[config.mk]
export PLATFORM = sky130hd
export DESIGN_NAME = button_debounce
export DESIGN_NICKNAME = d
export VERILOG_FILES = /design/src/rtl/ui_pkg.sv /design/src/rtl/debounce_channel.sv /design/src/rtl/button_debounce.sv
export SDC_FILE = /design/constraint.sdc
export NUM_CORES = 1
export LEC_CHECK = 0
export BUFFER_PORTS_ARGS = -buffer_cell sky130_fd_sc_hd__buf_2
export CAP_MARGIN = 20
export CORE_MARGIN = 5
export CORE_UTILIZATION = 25
export CTS_CLUSTER_DIAMETER = 80
export CTS_CLUSTER_SIZE = 24
export DETAILED_ROUTE_END_ITERATION = 7
export PLACE_DENSITY = 0.4
export SYNTH_ARGS = -nofsm -noshare
export SYNTH_HDL_FRONTEND = slang
export SYNTH_HIERARCHICAL = 1
export SYNTH_SLANG_ARGS = --single-unit
[constraint.sdc]
create_clock -name clk -period 5.2 [get_ports clk]
set_clock_uncertainty 0.15 [all_clocks]
set_input_delay 1.04 -clock clk [delete_from_list [all_inputs] [get_ports clk]]
set_output_delay 1.04 -clock clk [all_outputs]
set_load 0.02 [all_outputs]
[src/rtl/ui_pkg.sv]
// Shared UI front-end definitions: debounce FSM states,
// button channel indices and the default stability window.
package ui_pkg;

  typedef enum logic [1:0] {
    IDLE   = 2'd0,
    ARM_HI = 2'd1,
    HIGH   = 2'd2,
    ARM_LO = 2'd3
  } db_state_e;

  localparam int BTN_UP   = 0;
  localparam int BTN_DOWN = 1;
  localparam int BTN_RST  = 2;

  localparam int DEF_STABLE_CYCLES = 500000;

endpackage

[src/rtl/debounce_channel.sv]
// One button channel: 2-flop synchroniser, stability counter and
// debounce FSM. Ports: clk, rst_n, btn_raw_i -> btn_level_o/rise_o/fall_o.
module debounce_channel
  import ui_pkg::*;
#(
  parameter int STABLE_CYCLES = DEF_STABLE_CYCLES,
  parameter int CNT_W         = 20
) (
  input  logic clk,
  input  logic rst_n,
  input  logic btn_raw_i,
  output logic btn_level_o,
  output logic btn_rise_o,
  output logic btn_fall_o
);

  localparam logic [CNT_W-1:0] LAST =
    CNT_W'(STABLE_CYCLES - 1);
  localparam logic [CNT_W-1:0] ONE = CNT_W'(1);

  logic             meta_q;
  logic             sync_q;
  db_state_e        state_q;
  logic [CNT_W-1:0] cnt_q;
  logic             level_q;
  logic             rise_q;
  logic             fall_q;

  always_ff @(posedge clk or negedge rst_n) begin
    if (!rst_n) begin
      meta_q <= 1'b0;
      sync_q <= 1'b0;
    end else begin
      meta_q <= btn_raw_i;
      sync_q <= meta_q;
    end
  end

  // Strobes default low so each lasts exactly one cycle.
  always_ff @(posedge clk or negedge rst_n) begin
    if (!rst_n) begin
      state_q <= IDLE;
      cnt_q   <= '0;
      level_q <= 1'b0;
      rise_q  <= 1'b0;
      fall_q  <= 1'b0;
    end else begin
      rise_q <= 1'b0;
      fall_q <= 1'b0;
      unique case (state_q)
        IDLE: begin
          if (sync_q) begin
            state_q <= ARM_HI;
            cnt_q   <= ONE;
          end else begin
            cnt_q <= '0;
          end
        end
        ARM_HI: begin
          if (!sync_q) begin
            state_q <= IDLE;
            cnt_q   <= '0;
          end else if (cnt_q == LAST) begin
            state_q <= HIGH;
            cnt_q   <= '0;
            level_q <= 1'b1;
            rise_q  <= 1'b1;
          end else begin
            cnt_q <= cnt_q + ONE;
          end
        end
        HIGH: begin
          if (!sync_q) begin
            state_q <= ARM_LO;
            cnt_q   <= ONE;
          end else begin
            cnt_q <= '0;
          end
        end
        ARM_LO: begin
          if (sync_q) begin
            state_q <= HIGH;
            cnt_q   <= '0;
          end else if (cnt_q == LAST) begin
            state_q <= IDLE;
            cnt_q   <= '0;
            level_q <= 1'b0;
            fall_q  <= 1'b1;
          end else begin
            cnt_q <= cnt_q + ONE;
          end
        end
      endcase
    end
  end

  assign btn_level_o = level_q;
  assign btn_rise_o  = rise_q;
  assign btn_fall_o  = fall_q;

endmodule

[src/rtl/button_debounce.sv]
// Push-button front end: N_BTN independent debounce channels.
// Ports: clk, rst_n, btn_raw -> btn_level, btn_rise, btn_fall.
module button_debounce
  import ui_pkg::*;
#(
  parameter int N_BTN         = 3,
  parameter int STABLE_CYCLES = DEF_STABLE_CYCLES,
  parameter int CNT_W         = 20
) (
  input  logic             clk,
  input  logic             rst_n,
  input  logic [N_BTN-1:0] btn_raw,
  output logic [N_BTN-1:0] btn_level,
  output logic [N_BTN-1:0] btn_rise,
  output logic [N_BTN-1:0] btn_fall
);

  if (STABLE_CYCLES < 2 ||
      (64'd1 << CNT_W) <= 64'(STABLE_CYCLES)) begin : g_bad
    $error("button_debounce: bad STABLE_CYCLES/CNT_W");
  end

  for (genvar i = 0; i < N_BTN; i++) begin : g_ch
    debounce_channel #(
      .STABLE_CYCLES (STABLE_CYCLES),
      .CNT_W         (CNT_W)
    ) u_ch (
      .clk         (clk),
      .rst_n       (rst_n),
      .btn_raw_i   (btn_raw[i]),
      .btn_level_o (btn_level[i]),
      .btn_rise_o  (btn_rise[i]),
      .btn_fall_o  (btn_fall[i])
    );
  end

endmodule
# [Word-level counts from Yosys, hierarchy flattened]
# Cells that the tools add are included.
[op_classes] n_mux=69 n_eq_ne=36 n_reduce_logical=12 addsub=3
[ops] cell="one-hot mux 20 bit (4 select lines)" count=3
[ops] cell="two-way mux 20 bit" count=9
[ops] cell="adder 20 x 1 -> 20 bit, second input constant" count=3
[ops] cell="equality test 20 x 19 -> 1 bit, second input constant" count=3
[ops] cell="two-way mux 2 bit" count=18
[ops] cell="two-way mux 1 bit" count=33
[ops] cell="!= test 2 x 1 -> 1 bit, second input constant" count=12
[ops] cell="one-hot mux 2 bit (4 select lines)" count=3
[ops] cell="AND reduction 5 bit" count=3
[ops] cell="equality test 2 bit, second input constant" count=6
[ops] cell="!= test 2 bit, second input constant" count=6
[ops] cell="AND reduction 4 bit" count=3
[ops] cell="!= test 3 x 1 -> 1 bit, second input constant" count=3
[ops] cell="!= test 3 bit, second input constant" count=3
[ops] cell="equality test 2 x 1 -> 1 bit, second input constant" count=3
[ops] cell="logical NOT 2 bit" count=3
[ops] cell="one-hot mux 1 bit (2 select lines)" count=3
[ops] cell="nonzero test 2 bit" count=3
[word_totals] output_inout_bits=9 wordCells=141 reg_bits=81

# [Longest topological paths before layout]
# Gate-level depths: netlist of run 1.
[logic_depth] ltp_word=4 depth_mapped=8 depth_no_buf=5

# [Modules after synthesis]
# The synthesis of run 1 kept the hierarchy.
[modules_own_cells] mod="debounce_channel (g_ch[2].u_ch)" area_each_um2=1311.3 seq_area_each_um2=675.6 instances=1 cells_per_inst=128
[modules_own_cells] mod="debounce_channel (g_ch[0].u_ch)" area_each_um2=1297.5 seq_area_each_um2=675.6 instances=1 cells_per_inst=129
[modules_own_cells] mod="debounce_channel (g_ch[1].u_ch)" area_each_um2=1292.5 seq_area_each_um2=675.6 instances=1 cells_per_inst=121

# [Worst setup path after synthesis of run 1]
# OpenSTA, ideal clock, no wires.
[synth_path] path_kind="register to register" start="reg g_ch[0].u_ch.cnt_q[2]" end="reg g_ch[0].u_ch.cnt_q[17]" n_path_buf=1 synth_period_minus_slack_ps=1980 required_time_ps=4972 path_stages_with_launch=6 arrival_time_ps=1752 path_slack_ps=3220 cell_sequence="dfrtp_1 -> nand3_2 -> or4_1 -> buf_2 -> or4_1 -> a21oi_1"
[synth_via] elab_chain_cells=4
[synth_rtl] element="start, declared" line_no="debounce_channel.sv:24" source="logic [CNT_W-1:0] cnt_q;"
[synth_rtl] element="start signal, assigned" line_no="debounce_channel.sv:69" source="cnt_q <= cnt_q + ONE;"
[synth_rtl] element="start signal, assigned" line_no="debounce_channel.sv:90" source="cnt_q <= cnt_q + ONE;"
[synth_rtl] element="adder 20 x 1 -> 20 bit or equality test 20 x 19 -> 1 bit (tied branches)"
[synth_rtl] element="two-way mux 20 bit (*)" line_no="debounce_channel.sv:63, debounce_channel.sv:84"
[synth_rtl] element="two-way mux 20 bit, on equally long branches" line_no="debounce_channel.sv:81, debounce_channel.sv:60"
[synth_rtl] element="one-hot mux 20 bit (4 select lines) (*)" line_no="debounce_channel.sv:50" source="unique case (state_q)"
# Mark *: on every way between the ends. The rest lies on a longest branch, timed or not.
# A chain may end at the register's enable or synchronous reset.

# [Worst setup path after layout of run 1]
[layout_path] start="reg g_ch[0].u_ch.cnt_q[0]" end="reg g_ch[0].u_ch.cnt_q[18]"
# Same word-level chain as after synthesis.

==> flow_summary.toml, run 1 <==
[clock_tree]
cts_max_path_buffers = 2
clk_pin_slew_worst_paths_ns = 0.06
cts_tree = "done"
ctsHoldBuffers = 0
cts_resized = 0
cts_buffers = 9
post_cts_buffers = 0
cts_sinks = 81
ctsRootBufferMaster = "clkbuf_16"
clock_latency_ns = 0.34
cts_max_level = 3

[routing]
first_iter_violations = 97
drc_errors = 0
dr_total_vias = 2833
antenna_left = 0
wl_mm = 8.30
avgViaCountPerCell = 4.67
wl_per_cell_um = 13.7
first_pass_iters = 4

[logic_synthesis]
synthSimpleGateAreaFrac_pct = 26.5
synth_nets = 386
synth_ff_type = "dfrtp_1"
syn_avg_cell_area_um2 = 10.3
synth_area_mm2 = 0.00390
syn_inst = 378
synth_edf_count = 0
yosysWarnings = 6
synth_mux_area_share_pct = 0.577
synthXorXnorAreaFrac_pct = 8.53
synth_fa_ha_area_share_pct = 0.962
synth_compound_area_share_pct = 8.53
async_flop_share_pct = 100
synth_top_family_by_area = "simple AND/OR/NAND/NOR gates"
ys_types = 50
seq_area_frac_synth_pct = 52.0
synth_seq_cells = 81

[timing]
fin_tns_setup_ns = 0
timing.fmax_mhz = 458
maxSlewViolCount = 0
rsz0062_at_grt = "false"
timing.final.crit_share_pct = 41.9
hold_viol_final = 0
tightest_slew_ns = 0.799
setup_viol = 0
finalCriticalPeriod_ns = 2.18
slew-limit-headroom_pct = 46.3
holdWs_ns = 0.196

[floorplan]
core_area_mm2 = 0.0153
ios = 14
die-area_mm2 = 0.0182
rows = 45
die_h_um = 135
start_util_pct = 25.6
die_w_um = 135

[placement]
routabilityCongestion = 0.726
io_buffers = 13
dp_hpwl_mm = 5.65

[run]
drv_cap = 0

[pwr]
vdd_drop_max_uv = 113
power.static_leakage_nw = 1.78
p_per_area_mw_per_mm2 = 300

[hold_path]
min_path_type = "register to register"
min_from = "g_ch[0].u_ch/meta_q"
hold_end = "g_ch[0].u_ch/sync_q"
whs_path_depth = 0

[critical_path]
reg2reg_to = "g_ch[0].u_ch/cnt_q[18]"
critPathRequiredTime_ns = 5.30
critPathMaxFanout = 5
cp-end-kind = "register"
worstSetupPathType = "register to register"
cp-start-kind = "register"
r2r_cells = 5
cp_data_arrival_time_ns = 2.28
timing.reg2reg.setup_slack_ns = 3.02
r2r_start = "g_ch[0].u_ch/cnt_q[0]"

[global_routing]
grt_use_total_pct = 9.95
first_global_vias = 2862
antenna_found_initial = 0
gr-total-overflow = 0
grt_max_degree = 48
grt_pass1_wl_mm = 14.6

[status]
outcome = "finished, final reports clean"

[cells_and_area]
n_antenna_cell = 0
final_nets = 398
syn_to_final_growth_pct = 14.7
layout-drive-gt1-share_pct = 11.4
num-fill-cells = 1611
[worst max path at each step]
stage / startpoint / endpoint / slack, ns / cells past startpoint
6_report: g_ch[0].u_ch/cnt_q[0] / g_ch[0].u_ch/cnt_q[18] / 3.02 / 5
5_1_grt: g_ch[2].u_ch/cnt_q[0] / g_ch[2].u_ch/cnt_q[18] / 2.85 / 5
4_1_cts: g_ch[2].u_ch/cnt_q[0] / g_ch[2].u_ch/cnt_q[18] / 3.00 / 5
3_5_place_dp: rst_n / g_ch[0].u_ch/cnt_q[16] / 2.95 / 2
3_3_place_gp: rst_n / g_ch[0].u_ch/cnt_q[15] / 2.95 / 2
2_1_floorplan: g_ch[0].u_ch/cnt_q[2] / g_ch[0].u_ch/cnt_q[17] / 3.22 / 5
[cells in the mapped netlist (2+ instances only)]
cell type / count / area share (%)
and3_1: 3 / 0.48
xor2_1: 21 / 4.7
nor4b_1: 3 / 0.67
o31ai_1: 12 / 2.3
nor4bb_1: 2 / 0.51
ha_1: 3 / 0.96
a21boi_0: 3 / 0.58
o21ai_0: 9 / 1.2
inv_1: 9 / 0.87
nor3_1: 5 / 0.64
nand2_1: 20 / 1.9
a211oi_1: 2 / 0.38
nand3_1: 18 / 2.3
nor2_1: 47 / 4.5
or3_1: 9 / 1.4
a211o_1: 2 / 0.45
or4_1: 14 / 2.7
and2_1: 3 / 0.48
and4_2: 2 / 0.51
a31o_2: 2 / 0.45
a21oi_1: 19 / 2.4
and4_1: 7 / 1.6
buf_6: 2 / 0.58
buf_2: 6 / 0.77
buf_4: 2 / 0.38
nor4_1: 9 / 1.4
a21o_1: 2 / 0.38
nand4_1: 17 / 2.7
nor3b_1: 3 / 0.58
dfrtp_1: 81 / 52
mux2_1: 2 / 0.58
xnor2_1: 17 / 3.8
nand2b_1: 2 / 0.32
clkbuf_1: 2 / 0.19
nand3_2: 3 / 0.77
[metrics by stage]
| step | cell area (um^2) | worst slack, ns | instances | utilization [%] | total power, mW |
|---|---|---|---|---|---|
| after floorplan | 3900 | 3.22 | 378 | - | 0.671 |
| after global placement | 4160 | 2.95 | 590 | 27.3 | 0.692 |
| after detailed placement | 4160 | 2.95 | 590 | 27.3 | 0.691 |
| after CTS | 4470 | 3.00 | 606 | 29.3 | 1.37 |
| after global routing | 4470 | 2.85 | 606 | 29.3 | 1.40 |
| final | 4470 | 3.02 | 606 | 29.3 | 1.34 |
[critical path, cell delays in order (launching register included)]
cell,delay (ns)
dfrtp_1,0.40
ha_1,0.24
nand4_1,0.22
or3_1,0.50
or4_1,0.43
a21oi_1,0.16
[state kept, by name, summed over array words and instances, names as in the netlist, named ones only]
register	count
g_ch.u_ch/btn_fall_o	3
g_ch.u_ch/btn_level_o	3
g_ch.u_ch/btn_rise_o	3
g_ch.u_ch/cnt_q	60
g_ch.u_ch/meta_q	3
g_ch.u_ch/state_q	3
g_ch.u_ch/sync_q	3
[placed cells by master (no fill, tap or decap), types with 2 or more instances in the layout]
| cell | count |
|---|---|
| dfrtp_1 | 81 |
| nor2_1 | 47 |
| xor2_1 | 21 |
| nand2_1 | 20 |
| a21oi_1 | 19 |
| nand3_1 | 18 |
| nand4_1 | 17 |
| xnor2_1 | 17 |
| or4_1 | 14 |
| o31ai_1 | 12 |
| buf_2 | 12 |
| clkbuf_16 | 9 |
| nor4_1 | 9 |
| inv_1 | 9 |
| o21ai_0 | 9 |
| or3_1 | 9 |
| and4_1 | 7 |
| nor3_1 | 5 |
| clkinv_2 | 3 |
| nor3b_1 | 3 |
| a21boi_0 | 3 |
| nand3_2 | 3 |
| and3_1 | 3 |
| ha_1 | 3 |
| and2_1 | 3 |
| nor4b_1 | 3 |
| bufinv_16 | 2 |
| mux2_1 | 2 |
| a211o_1 | 2 |
| and4_2 | 2 |
| nor4bb_1 | 2 |
| nand2b_1 | 2 |
| a21o_1 | 2 |
| a211oi_1 | 2 |
| a31o_2 | 2 |
| buf_4 | 2 |
[layer usage]
layer  vias to the layer above  share of wire (%)  global-route usage, %
met4                         0                2.0                   4.75
met5                         -                  0                      0
li1                       1405                  -                      -
met2                        30                 44                   15.1
met3                        10                2.8                   2.24
met1                      1388                 51                   13.4
[power by group]
part | switching (mW) | internal, mW | total [mW] | leakage (nW)
sequential | 0.00651 | 0.637 | 0.644 | 1.10
combinational | 0.0263 | 0.00835 | 0.0347 | 0.520
clock | 0.247 | 0.418 | 0.665 | 0.152
[layout make-up]
| class | instances | area, um^2 | share of cell area [%] |
|---|---|---|---|
| Sequential cell | 81 | 2030 | 45.3 |
| Multi-Input combinational cell | 274 | 1760 | 39.3 |
| Tap cell | 211 | 264 | 5.90 |
| Clock buffer | 10 | 229 | 5.12 |
| Clock inverter | 6 | 82.6 | 1.85 |
| Timing Repair Buffer | 14 | 75.1 | 1.68 |
| Inverter | 10 | 37.5 | 0.839 |
[cells by family after synthesis]
family | Yosys count
AOI/OAI and AO/OA | 53
adders and majority gates | 3
buffers and inverters | 23
muxes | 2
and+or+nand+nor | 178
xor gates and xnor gates | 38
DFF | 81
Note: power is estimated with default switching activity, not from simulation.
==> run 2: changes to the inputs <==
==> constraint.sdc (replaced) <==
create_clock -name clk -period 2.2 [get_ports clk]
set_clock_uncertainty 0.15 [all_clocks]
set_input_delay 0.44 -clock clk [delete_from_list [all_inputs] [get_ports clk]]
set_output_delay 0.44 -clock clk [all_outputs]
set_load 0.02 [all_outputs]
==> flow_summary.toml, run 2 (synthesized netlist as in run 1, its figures left out) <==
[timing]
fin_ws_ns = 0.153
timing.fmax_mhz = 488
timing.final.crit_share_pct = 93.1
maxSlewViolCount = 0
hold_viol_final = 0
slew-limit-headroom_pct = 69.2
rsz0062_at_grt = "false"
tightest_slew_ns = 0.462
fin_tns_setup_ns = 0
setup_viol = 0
finalCriticalPeriod_ns = 2.05

[placement]
post-place-ws_ns = 0.0860
routabilityCongestion = 0.756
io_buffers = 13
dp_hpwl_mm = 6.03

[pwr]
power_mw = 3.12
vdd_drop_max_uv = 384
power.static_leakage_nw = 1.89
p_per_area_mw_per_mm2 = 670

[floorplan]
core_area_mm2 = 0.0153
start_util_pct = 25.6
die_w_um = 135
rows = 45
die_h_um = 135
ios = 14
die-area_mm2 = 0.0182

[status]
outcome = "finished, final reports clean"

[routing]
first_iter_violations = 182
dr_total_vias = 2910
drc_errors = 0
wl_mm = 8.51
antenna_left = 0
avgViaCountPerCell = 4.63
wl_per_cell_um = 13.5
first_pass_iters = 4

[critical_path]
path_depth = 5
r2r_start = "g_ch[0].u_ch/cnt_q[0]"
cp-start-kind = "register"
crit_chain = "ha_1 > nand4_1 > or3_1 > or4_1 > a21oi_1"
crit_end = "g_ch[0].u_ch/cnt_q[16]"
critPathRequiredTime_ns = 2.32
r2r_cells = 5
cp-end-kind = "register"
crit_buf_inv = 0
cp_data_arrival_time_ns = 2.17
critPathMaxFanout = 5
timing.reg2reg.setup_slack_ns = 0.15
slowest_delay_ns = 0.47
reg2reg_to = "g_ch[0].u_ch/cnt_q[16]"
crit_slowest_cell = "or3_1"
critical-path-top-delay-family = "simple AND/OR/NAND/NOR gates"
worstSetupPathType = "register to register"
worstSetupStartpoint = "g_ch[0].u_ch/cnt_q[0]"

[hold_path]
min_path_type = "input port to register"
min_from = "btn_raw[2]"

[global_routing]
grt_use_total_pct = 10.4
antenna_found_initial = 0
first_global_vias = 3001
grt_pass1_wl_mm = 15.2
gr-total-overflow = 0
grt_max_degree = 39

[cells_and_area]
layout_common_cells = "dfrtp_1, nor2_1, buf_4, xor2_1, nand2_1"
regMostFlops = "g_ch.u_ch/cnt_q"
multi_input_comb_area_mm2 = 0.00177
final_nets = 422
largest_reg_flops = 60
n_antenna_cell = 0
final_core_util_pct = 30.6
num-fill-cells = 1594
layout-drive-gt1-share_pct = 16.5
layout_commonest_cell = "dfrtp_1"
syn_to_final_growth_pct = 19.5
seqCellArea_mm2 = 0.00203

[clock_tree]
ctsRootBufferMaster = "clkbuf_16"
cts_buffers = 9
clk_pin_slew_worst_paths_ns = 0.06
cts_sinks = 81
post_cts_buffers = 0
cts_tree = "done"
cts_max_path_buffers = 2
clock_latency_ns = 0.34
cts_max_level = 3

[run]
drv_cap = 0
run 2: layout make-up:
class,count,area share (%)
Clock buffer,11,5.21
Tap cell,211,5.66
Sequential cell,81,43.5
Timing Repair Buffer,38,5.80
Multi-Input combinational cell,274,37.9
Clock inverter,4,1.15
Inverter,10,0.805
run 2: where the power goes:
part           switching (mW)  internal, mW
sequential             0.0148          1.51
clock                   0.603         0.906
combinational          0.0633        0.0317
total                   0.682          2.44
run 2: through the flow:
stage          instance area (um^2)  instances  hold WS [ns]
2_1_floorplan                  3900        378      -0.00559
3_3_place_gp                   4350        613         0.184
3_5_place_dp                   4350        613         0.195
4_1_cts                        4650        629        0.0351
5_1_grt                        4660        629        0.0365
6_report                       4660        629        0.0520
run 2: layer usage:
| metal | GRT usage, % | vias up | part of all wire (%) |
|---|---|---|---|
| li1 | - | 1446 | - |
| met1 | 13.8 | 1418 | 49 |
| met2 | 16.1 | 35 | 47 |
| met3 | 2.98 | 11 | 2.9 |
| met4 | 3.90 | 0 | 1.5 |
| met5 | 0 | - | 0 |
run 2: worst min path at each step:
stage,slack (ns),cells after the start,endpoint
floorplan,-0.006,0,asynchronous set/reset pin
global placement,0.18,0,g_ch[2].u_ch/sync_q
detailed placement,0.19,0,g_ch[2].u_ch/sync_q
CTS,0.04,1,g_ch[2].u_ch/meta_q
global route,0.04,1,g_ch[2].u_ch/meta_q
finish,0.05,1,g_ch[2].u_ch/meta_q
run 2: what timing repair did:
item                       in CTS  in global routing
hold buffers                    1                  0
setup endpoints to repair       0                  3
hold endpoints to repair       32                  0
gates resized for setup         0                  2
==> run 3: changes to the inputs <==
--- a/config.mk
+++ b/config.mk
@@ -9,6 +9,7 @@
 export CAP_MARGIN = 20
 export CORE_MARGIN = 5
 export CORE_UTILIZATION = 25
+export CTS_BUF_LIST = sky130_fd_sc_hd__clkbuf_16
 export CTS_CLUSTER_DIAMETER = 80
 export CTS_CLUSTER_SIZE = 24
 export DETAILED_ROUTE_END_ITERATION = 7
==> flow_summary.toml, run 3 (synthesized netlist as in run 1, its figures left out) <==
[critical_path]
cp-start-kind = "register"
critPathRequiredTime_ns = 2.32
reg2reg_to = "g_ch[0].u_ch/cnt_q[16]"
worstSetupStartpoint = "g_ch[0].u_ch/cnt_q[0]"
r2r_cells = 5
critPathMaxFanout = 5
cp-end-kind = "register"
timing.reg2reg.setup_slack_ns = 0.16
r2r_start = "g_ch[0].u_ch/cnt_q[0]"
cp_data_arrival_time_ns = 2.16
worstSetupPathType = "register to register"

[floorplan]
core_area_mm2 = 0.0153
die_h_um = 135
die_w_um = 135
ios = 14
rows = 45
start_util_pct = 25.6
die-area_mm2 = 0.0182

[placement]
routabilityCongestion = 0.756
io_buffers = 13
dp_hpwl_mm = 6.03
post-place-ws_ns = 0.0860

[cells_and_area]
final_nets = 422
regMostFlops = "g_ch.u_ch/cnt_q"
final_core_util_pct = 30.5
largest_reg_flops = 60
num-fill-cells = 1598
syn_to_final_growth_pct = 19.3
multi_input_comb_area_mm2 = 0.00177
layout_common_cells = "dfrtp_1, nor2_1, buf_4, xor2_1, nand2_1"
layout_commonest_cell = "dfrtp_1"
seqCellArea_mm2 = 0.00203
layout-drive-gt1-share_pct = 16.3
n_antenna_cell = 0

[status]
outcome = "finished, final reports clean"

[pwr]
vdd_drop_max_uv = 384
power.static_leakage_nw = 1.88
p_per_area_mw_per_mm2 = 663

[clock_tree]
clock_latency_ns = 0.34
cts_max_path_buffers = 2
cts_tree = "done"
ctsRootBufferMaster = "clkbuf_16"
clk_pin_slew_worst_paths_ns = 0.06
cts_sinks = 81
cts_max_level = 3
cts_buffers = 9

[timing]
maxSlewViolCount = 0
tightest_slew_ns = 0.461
rsz0062_at_grt = "false"
timing.final.crit_share_pct = 92.8
setup_viol = 0
fin_tns_setup_ns = 0
finalCriticalPeriod_ns = 2.04
fin_ws_ns = 0.158
hold_viol_final = 0
slew-limit-headroom_pct = 69.3
timing.fmax_mhz = 490

[global_routing]
grt_use_total_pct = 10.4
antenna_found_initial = 0
grt_max_degree = 39
grt_pass1_wl_mm = 15.2
first_global_vias = 3016
gr-total-overflow = 0

[routing]
first_iter_violations = 190
wl_per_cell_um = 13.5
wl_mm = 8.51
drc_errors = 0
antenna_left = 0
dr_total_vias = 2923
first_pass_iters = 4
avgViaCountPerCell = 4.65

[hold_path]
whs_path_depth = 1
min_from = "btn_raw[2]"
hold_end = "g_ch[2].u_ch/meta_q"
min_path_type = "input port to register"

[run]
drv_cap = 0
==> run 3: what timing repair did <==
| action | in CTS | in global routing |
|---|---|---|
| hold buffers | 1 | 0 |
| setup buffers | 0 | 0 |
| setup endpoints to repair | 0 | 3 |
| gates resized for setup | 0 | 2 |
| endpoints found under the hold margin | 32 | 0 |
==> run 3: report_power, final <==
part	switching (mW)	internal, mW	total [mW]
Sequential	0.0148	1.51	1.52
Combinational	0.0631	0.0317	0.0948
Clock	0.604	0.866	1.47
==> run 3: worst max-delay path by stage <==
stage / endpoint / depth (start not counted) / slack (ns)
final: g_ch[0].u_ch/cnt_q[16] / 5 / 0.16
after global routing: g_ch[0].u_ch/cnt_q[16] / 5 / 0.005
after CTS: g_ch[1].u_ch/btn_fall_o / 4 / 0.08
after detailed placement: g_ch[0].u_ch/cnt_q[17] / 4 / 0.09
after floorplan: g_ch[0].u_ch/cnt_q[17] / 5 / 0.22
after global placement: g_ch[0].u_ch/cnt_q[17] / 4 / 0.11
==> run 3: cell type report <==
class / count / share of cell area (%)
flip-flops and latches: 81 / 43.6
well taps: 211 / 5.67
inverters: 10 / 0.807
clock inverters: 6 / 1.32
clock buffers: 9 / 4.84
repair buffers: 38 / 5.81
multi-input cells: 274 / 38.0
==> run 3: worst max-delay path, stage by stage, from the launching register on <==
cell and delay (ns):
dfrtp_1 0.40, ha_1 0.24, nand4_1 0.14, or3_1 0.47, or4_1 0.43, a21oi_1 0.14
==> run 3: layer usage <==
metal | share of wire [%] | track usage (%) | routed length [um] | vias up
met1 | 49 | 13.9 | 4200 | 1443
met3 | 2.6 | 2.98 | 223 | 9
met5 | 0 | 0 | 0 | -
met2 | 47 | 16.0 | 3970 | 26
met4 | 1.3 | 3.90 | 113 | 0
li1 | - | - | - | 1445
==> run 3: per-stage QoR <==
stage	hold WS, ns	total power, mW	instance area, um^2	cells
6_report	0.0528	3.09	4650	629
5_1_grt	0.0365	3.25	4650	629
4_1_cts	0.0351	3.16	4640	629
3_5_place_dp	0.195	1.65	4350	613
3_3_place_gp	0.184	1.65	4350	613
2_1_floorplan	-0.00559	1.59	3900	378
